<file path="config.mk">
export PLATFORM = sky130hd
export DESIGN_NAME = multicycle_controller
export DESIGN_NICKNAME = d
export VERILOG_FILES = /design/src/rtl/multicycle_controller.sv
export SDC_FILE = /design/constraint.sdc
export NUM_CORES = 1
export LEC_CHECK = 0
export CAP_MARGIN = 20
export CORE_MARGIN = 2
export CORE_UTILIZATION = 40
export CTS_BUF_LIST = sky130_fd_sc_hd__clkbuf_2 sky130_fd_sc_hd__clkbuf_4 sky130_fd_sc_hd__clkbuf_8
export CTS_CLUSTER_SIZE = 14
export DETAILED_ROUTE_END_ITERATION = 8
export HOLD_SLACK_MARGIN = 0.03
export PLACE_DENSITY = 0.81
export SKIP_LAST_GASP = 1
export SYNTH_ARGS = -nofsm -noshare
export SYNTH_HDL_FRONTEND = slang
export SYNTH_SLANG_ARGS = --single-unit
</file>
<file path="constraint.sdc">
create_clock -name clk -period 2.2 [get_ports clk]
set_clock_uncertainty 0.15 [all_clocks]
set_input_delay 0.44 -clock clk [delete_from_list [all_inputs] [get_ports clk]]
set_output_delay 0.44 -clock clk [all_outputs]
set_load 0.01 [all_outputs]
</file>
<file path="src/rtl/multicycle_controller.sv">
// multicycle_controller
//   Main control FSM of the multicycle RISC-V core. Sequences fetch, decode,
//   execute, memory and writeback around one shared ALU and one shared
//   instruction/data memory port.
//
// Ports
//   clk        in   clock, rising edge
//   reset      in   asynchronous active-high reset
//   op[6:0]    in   opcode from the instruction register
//   Zero       in   ALU zero flag
//   mem_ready  in   memory completes the current access this cycle
//   mem_req    out  memory access active (FETCH, MEMREAD, MEMWRITE)
//   PCWrite    out  PC register enable
//   AdrSrc     out  memory address select: 0 = PC, 1 = ALU result
//   MemWrite   out  memory write enable
//   IRWrite    out  instruction register / OldPC enable
//   ResultSrc  out  result mux: 00 ALUOut, 01 read data, 10 ALU result
//   ALUSrcA    out  00 PC, 01 OldPC, 10 rs1
//   ALUSrcB    out  00 rs2, 01 immediate, 10 constant 4
//   ALUop      out  00 add, 01 subtract, 10 funct-decoded
//   RegWrite   out  register file write enable
//   illegal_op out  pulse in DECODE for an unsupported opcode
//   retire     out  pulse in the final cycle of each completed instruction
//   state[3:0] out  current state, for debug
module multicycle_controller (
  input  logic       clk,
  input  logic       reset,
  input  logic [6:0] op,
  input  logic       Zero,
  input  logic       mem_ready,
  output logic       mem_req,
  output logic       PCWrite,
  output logic       AdrSrc,
  output logic       MemWrite,
  output logic       IRWrite,
  output logic [1:0] ResultSrc,
  output logic [1:0] ALUSrcA,
  output logic [1:0] ALUSrcB,
  output logic [1:0] ALUop,
  output logic       RegWrite,
  output logic       illegal_op,
  output logic       retire,
  output logic [3:0] state
);

  typedef enum logic [3:0] {
    FETCH    = 4'd0,
    DECODE   = 4'd1,
    MEMADR   = 4'd2,
    MEMREAD  = 4'd3,
    MEMWB    = 4'd4,
    MEMWRITE = 4'd5,
    EXECR    = 4'd6,
    ALUWB    = 4'd7,
    EXECI    = 4'd8,
    JAL      = 4'd9,
    BEQ      = 4'd10
  } state_t;

  localparam logic [6:0] OP_LW   = 7'b0000011;
  localparam logic [6:0] OP_SW   = 7'b0100011;
  localparam logic [6:0] OP_R    = 7'b0110011;
  localparam logic [6:0] OP_I    = 7'b0010011;
  localparam logic [6:0] OP_JAL  = 7'b1101111;
  localparam logic [6:0] OP_BEQ  = 7'b1100011;

  state_t cur, nxt;

  assign state = cur;

  // State register
  always_ff @(posedge clk or posedge reset) begin
    if (reset) cur <= FETCH;
    else       cur <= nxt;
  end

  // Next-state logic
  always_comb begin
    nxt = FETCH;
    case (cur)
      FETCH:    nxt = mem_ready ? DECODE : FETCH;
      DECODE: begin
        case (op)
          OP_LW, OP_SW: nxt = MEMADR;
          OP_R:         nxt = EXECR;
          OP_I:         nxt = EXECI;
          OP_JAL:       nxt = JAL;
          OP_BEQ:       nxt = BEQ;
          default:      nxt = FETCH;
        endcase
      end
      MEMADR:   nxt = (op == OP_SW) ? MEMWRITE : MEMREAD;
      MEMREAD:  nxt = mem_ready ? MEMWB : MEMREAD;
      MEMWB:    nxt = FETCH;
      MEMWRITE: nxt = mem_ready ? FETCH : MEMWRITE;
      EXECR:    nxt = ALUWB;
      EXECI:    nxt = ALUWB;
      JAL:      nxt = ALUWB;
      ALUWB:    nxt = FETCH;
      BEQ:      nxt = FETCH;
      default:  nxt = FETCH;
    endcase
  end

  // Output logic
  always_comb begin
    mem_req    = 1'b0;
    PCWrite    = 1'b0;
    AdrSrc     = 1'b0;
    MemWrite   = 1'b0;
    IRWrite    = 1'b0;
    ResultSrc  = 2'b00;
    ALUSrcA    = 2'b00;
    ALUSrcB    = 2'b00;
    ALUop      = 2'b00;
    RegWrite   = 1'b0;
    illegal_op = 1'b0;
    retire     = 1'b0;
    case (cur)
      FETCH: begin
        mem_req   = 1'b1;
        ResultSrc = 2'b10;
        ALUSrcB   = 2'b10;
        IRWrite   = mem_ready;
        PCWrite   = mem_ready;
      end
      DECODE: begin
        ALUSrcA = 2'b01;
        ALUSrcB = 2'b01;
        case (op)
          OP_LW, OP_SW, OP_R, OP_I, OP_JAL, OP_BEQ: illegal_op = 1'b0;
          default:                                  illegal_op = 1'b1;
        endcase
      end
      MEMADR: begin
        ALUSrcA = 2'b10;
        ALUSrcB = 2'b01;
      end
      MEMREAD: begin
        AdrSrc  = 1'b1;
        mem_req = 1'b1;
      end
      MEMWB: begin
        ResultSrc = 2'b01;
        RegWrite  = 1'b1;
        retire    = 1'b1;
      end
      MEMWRITE: begin
        AdrSrc   = 1'b1;
        MemWrite = 1'b1;
        mem_req  = 1'b1;
        retire   = mem_ready;
      end
      EXECR: begin
        ALUSrcA = 2'b10;
        ALUop   = 2'b10;
      end
      EXECI: begin
        ALUSrcA = 2'b10;
        ALUSrcB = 2'b01;
        ALUop   = 2'b10;
      end
      JAL: begin
        ALUSrcA = 2'b01;
        ALUSrcB = 2'b10;
        PCWrite = 1'b1;
      end
      ALUWB: begin
        RegWrite = 1'b1;
        retire   = 1'b1;
      end
      BEQ: begin
        ALUSrcA = 2'b10;
        ALUop   = 2'b01;
        PCWrite = Zero;
        retire  = 1'b1;
      end
      default: ;
    endcase
    // Reset also masks the enables directly, so nothing is written between
    // reset rising and the state register settling to FETCH.
    if (reset) begin
      PCWrite    = 1'b0;
      IRWrite    = 1'b0;
      MemWrite   = 1'b0;
      RegWrite   = 1'b0;
      retire     = 1'b0;
      illegal_op = 1'b0;
    end
  end

endmodule
</file>
==> metrics.txt <==
status=complete, but fails checks; failing checks=setup timing; Crit Path Class=primary input to primary output; Max Cap Viol=0; Int Power=between 0.0006 and 0.0007 W; fin util=0.855; antenna fix cells=0; floorplan row count=13; Synth Net Count=94; Crit. End Element=primary output; number of port buffers=30; first-pass GRT wire length=3.59 mm; CTS tree=done; Yosys reg bits=4; Yosys cell types=32; Iter 0 DRT Violations=25; DP Cell Count=between 100 and 150; RSZ-0062 raised after global routing=true; TritonCTS Sinks=4; # fillers=86; WL final=around 2.3 mm; Critical Path AT=1670 ps; fmax=443 MHz; HP Class=primary input to async pin; final hold vios=0; All-Layer GR Usage=0.276; multi-input logic area=about 480 µm²; pre-CTS setup slack=-315 ps; fin crit period=2260 ps; H-tree depth reported by CTS=1; critical path buffer and inverter count=2; endpoints failing setup=1; critical path's largest stage delay=530 ps; leak pwr=0.594 nW; drt wl/cell=14.9 µm; Via-to-Cell Ratio=between 5 and 6; critical path's top delay family=buffers and inverters; Die Height=~42 µm; synthesized area=between 500 and 600 µm²; Crit Path Max Fanout=3; die width=42.1 µm; minimum hold slack=503 ps; max reg flops=4; critical path, cell by cell=clkdlybuf4s50_1 > nand2b_4 > nor2_2 > a21oi_1 > o21a_1 > dlygate4sd2_1; Final Max Slew Viols=0; sw frac=0.437; area grow syn2layout=96.8%; ratio of cells with drive above 1 in the final layout=0.386; Detailed Routing Iterations Pass 1=4; power share of the clock group=0.085; hold_buf cts=0; Seq/Total Area, Yosys=0.173; clock buffer depth=2; Max stage delay cell, worst path=clkdlybuf4s50_1; Starting Density=0.434; nets=about 150; power density over the cells=1010 mW/mm²; HPWL after detailed placement=1.52 mm; NetSw=around 0.00050 W; Yosys Warn Count=0; sequential cell area=105 µm²; I/O pins=31; Tightest Pin Transition=328 ps; Syn Area/Cell=6.98 µm²; core area=around 0.0013 mm²; Final period util=1.03; minimum setup slack in the final design=-58.8 ps; die area=roughly 0.0018 mm²; vias in the first global route=836; Worst setup SP type=primary input; clock root buffer=clkbuf_4; clock slew at reported path FFs=40 ps; worst rel slew slack=0.780; largest net degree at the start of global routing=9; fin cells=about 160; antenna violations before repair=0; Num CTS Buffers=3; gpl congestion=0.777; CP required=~1600 ps; Cells after Synth=83; Gate power share=0.789; via count=859; # DRC=0; worst skew pair latency=approximately 250 ps; total negative slack=-58.8 ps; GR Overflow Total=0; sequential fraction of design power=0.125; antenna-violating nets left=0; peak supply drop=0.731 mV
## power by group through the flow
stage          logic [W]  clock network (W)  registers, W
6_report        0.000906          0.0000980      0.000144
5_1_grt         0.000983           0.000106      0.000147
4_1_cts         0.000839          0.0000951      0.000139
3_5_place_dp    0.000871                  0      0.000140
3_3_place_gp    0.000856                  0      0.000138
2_1_floorplan   0.000431                  0      0.000129
## placed cells by master (no fill, tap or decap), types with 2 or more instances in the layout
cell type        Yosys  routed
clkbuf_4             0       3
nor3b_1              2       2
buf_4                2      29
dlymetal6s2s_1       0       3
clkdlybuf4s50_1      0      14
nor2_1              10       6
o21ai_0              5       4
dfrtp_2              0       4
dlygate4sd2_1        0      10
nand3_1              5       5
a21oi_1              6       6
nand2_1              5       5
clkbuf_2             0       3
mux2i_1              3       3
inv_1                4       4
nor3_1               7       7
nor2_2               0       4
nand2b_1             6       3
nand2b_4             1       4
a31oi_1              2       2
## metrics by stage
step / cell area [µm²] / total power [W]
global route: 1140 / 0.00124
detailed placement: 1050 / 0.00101
CTS: 1100 / 0.00107
floorplan: 579 / 0.000560
finish: 1140 / 0.00115
global placement: 1050 / 0.000993
## Yosys cell counts
| library cell | n | area, µm² |
|---|---|---|
| or4_4 | 1 | 11.3 |
| o211a_1 | 1 | 10.0 |
| dfrtp_1 | 4 | 100 |
| buf_4 | 2 | 15.0 |
| a21bo_2 | 1 | 10.0 |
| o22a_1 | 1 | 8.76 |
| nor4_1 | 1 | 6.26 |
| nand2b_4 | 1 | 13.8 |
| nand4b_1 | 1 | 8.76 |
| nor2b_1 | 1 | 6.26 |
| a211o_1 | 1 | 8.76 |
| o21bai_1 | 1 | 7.51 |
| nand3_1 | 5 | 25.0 |
| nand2_1 | 5 | 18.8 |
| or2_2 | 1 | 6.26 |
| o21a_1 | 1 | 7.51 |
| a31oi_1 | 2 | 12.5 |
| o21ai_0 | 5 | 25.0 |
| xnor2_1 | 1 | 8.76 |
| nor3b_2 | 1 | 12.5 |
| nor3_1 | 7 | 35.0 |
| a21oi_1 | 6 | 30.0 |
| nor4_2 | 1 | 12.5 |
| a32oi_1 | 1 | 8.76 |
| inv_1 | 4 | 15.0 |
| mux2i_1 | 3 | 30.0 |
| nor3b_1 | 2 | 15.0 |
| nand2b_1 | 6 | 37.5 |
| buf_2 | 4 | 20.0 |
| xor2_1 | 1 | 8.76 |
| nor2_1 | 10 | 37.5 |
| and3_1 | 1 | 6.26 |
## routing by layer
metal  up-vias  track usage  wire [µm]
met2        34        0.484       1230
met1       404        0.290        876
met3         7       0.0388        117
met5         -            0          0
li1        414            -          -
met4         0        0.219         87
## timing repair
item / in CTS / in global routing
setup endpoints to repair: 15 / 10
resized for setup: 18 / 19
cloned: 0 / 0
pin swaps: 2 / 4
buffers inserted: 4 / 1
## final timing paths
check / depth (start not counted) / slack, ps / from / end
min: 4 / 500 / reset / state[2]
max reg2reg: 6 / 580 / state[2] / state[1]
max in group asynchronous: 4 / 1280 / reset / state[3]
min reg2reg: 2 / 540 / state[3] / state[3]
min in group clk: 2 / 540 / state[3] / state[3]
max: 6 / -60 / op[5] / illegal_op
## logic make-up (layout without fill, tap and decap cells)
family | after synthesis | count (layout) | synth area share
AOI/OAI and AO/OA | 20 | 20 | 0.222
xor gates and xnor gates | 2 | 2 | 0.0302
buffers and inverters | 10 | 67 | 0.0864
DFF | 4 | 4 | 0.173
muxes | 3 | 3 | 0.0518
and+or+nand+nor | 44 | 44 | 0.436
## layout make-up
| cell class | count | share of cell area |
|---|---|---|
| tap | 15 | 0.0165 |
| inverter | 4 | 0.0132 |
| multi-input combinational | 69 | 0.417 |
| timing repair buffer | 60 | 0.441 |
| clock buffer | 3 | 0.0198 |
| sequential | 4 | 0.0922 |
## worst register-to-register path, cell delays in order, from the launching register on
cell,delay [ps]
dfrtp_2,460
buf_4,160
buf_4,160
nor3b_1,260
a21oi_1,100
o22a_1,180
nand3_1,80
No activity file was read; power rests on OpenSTA's default activity.
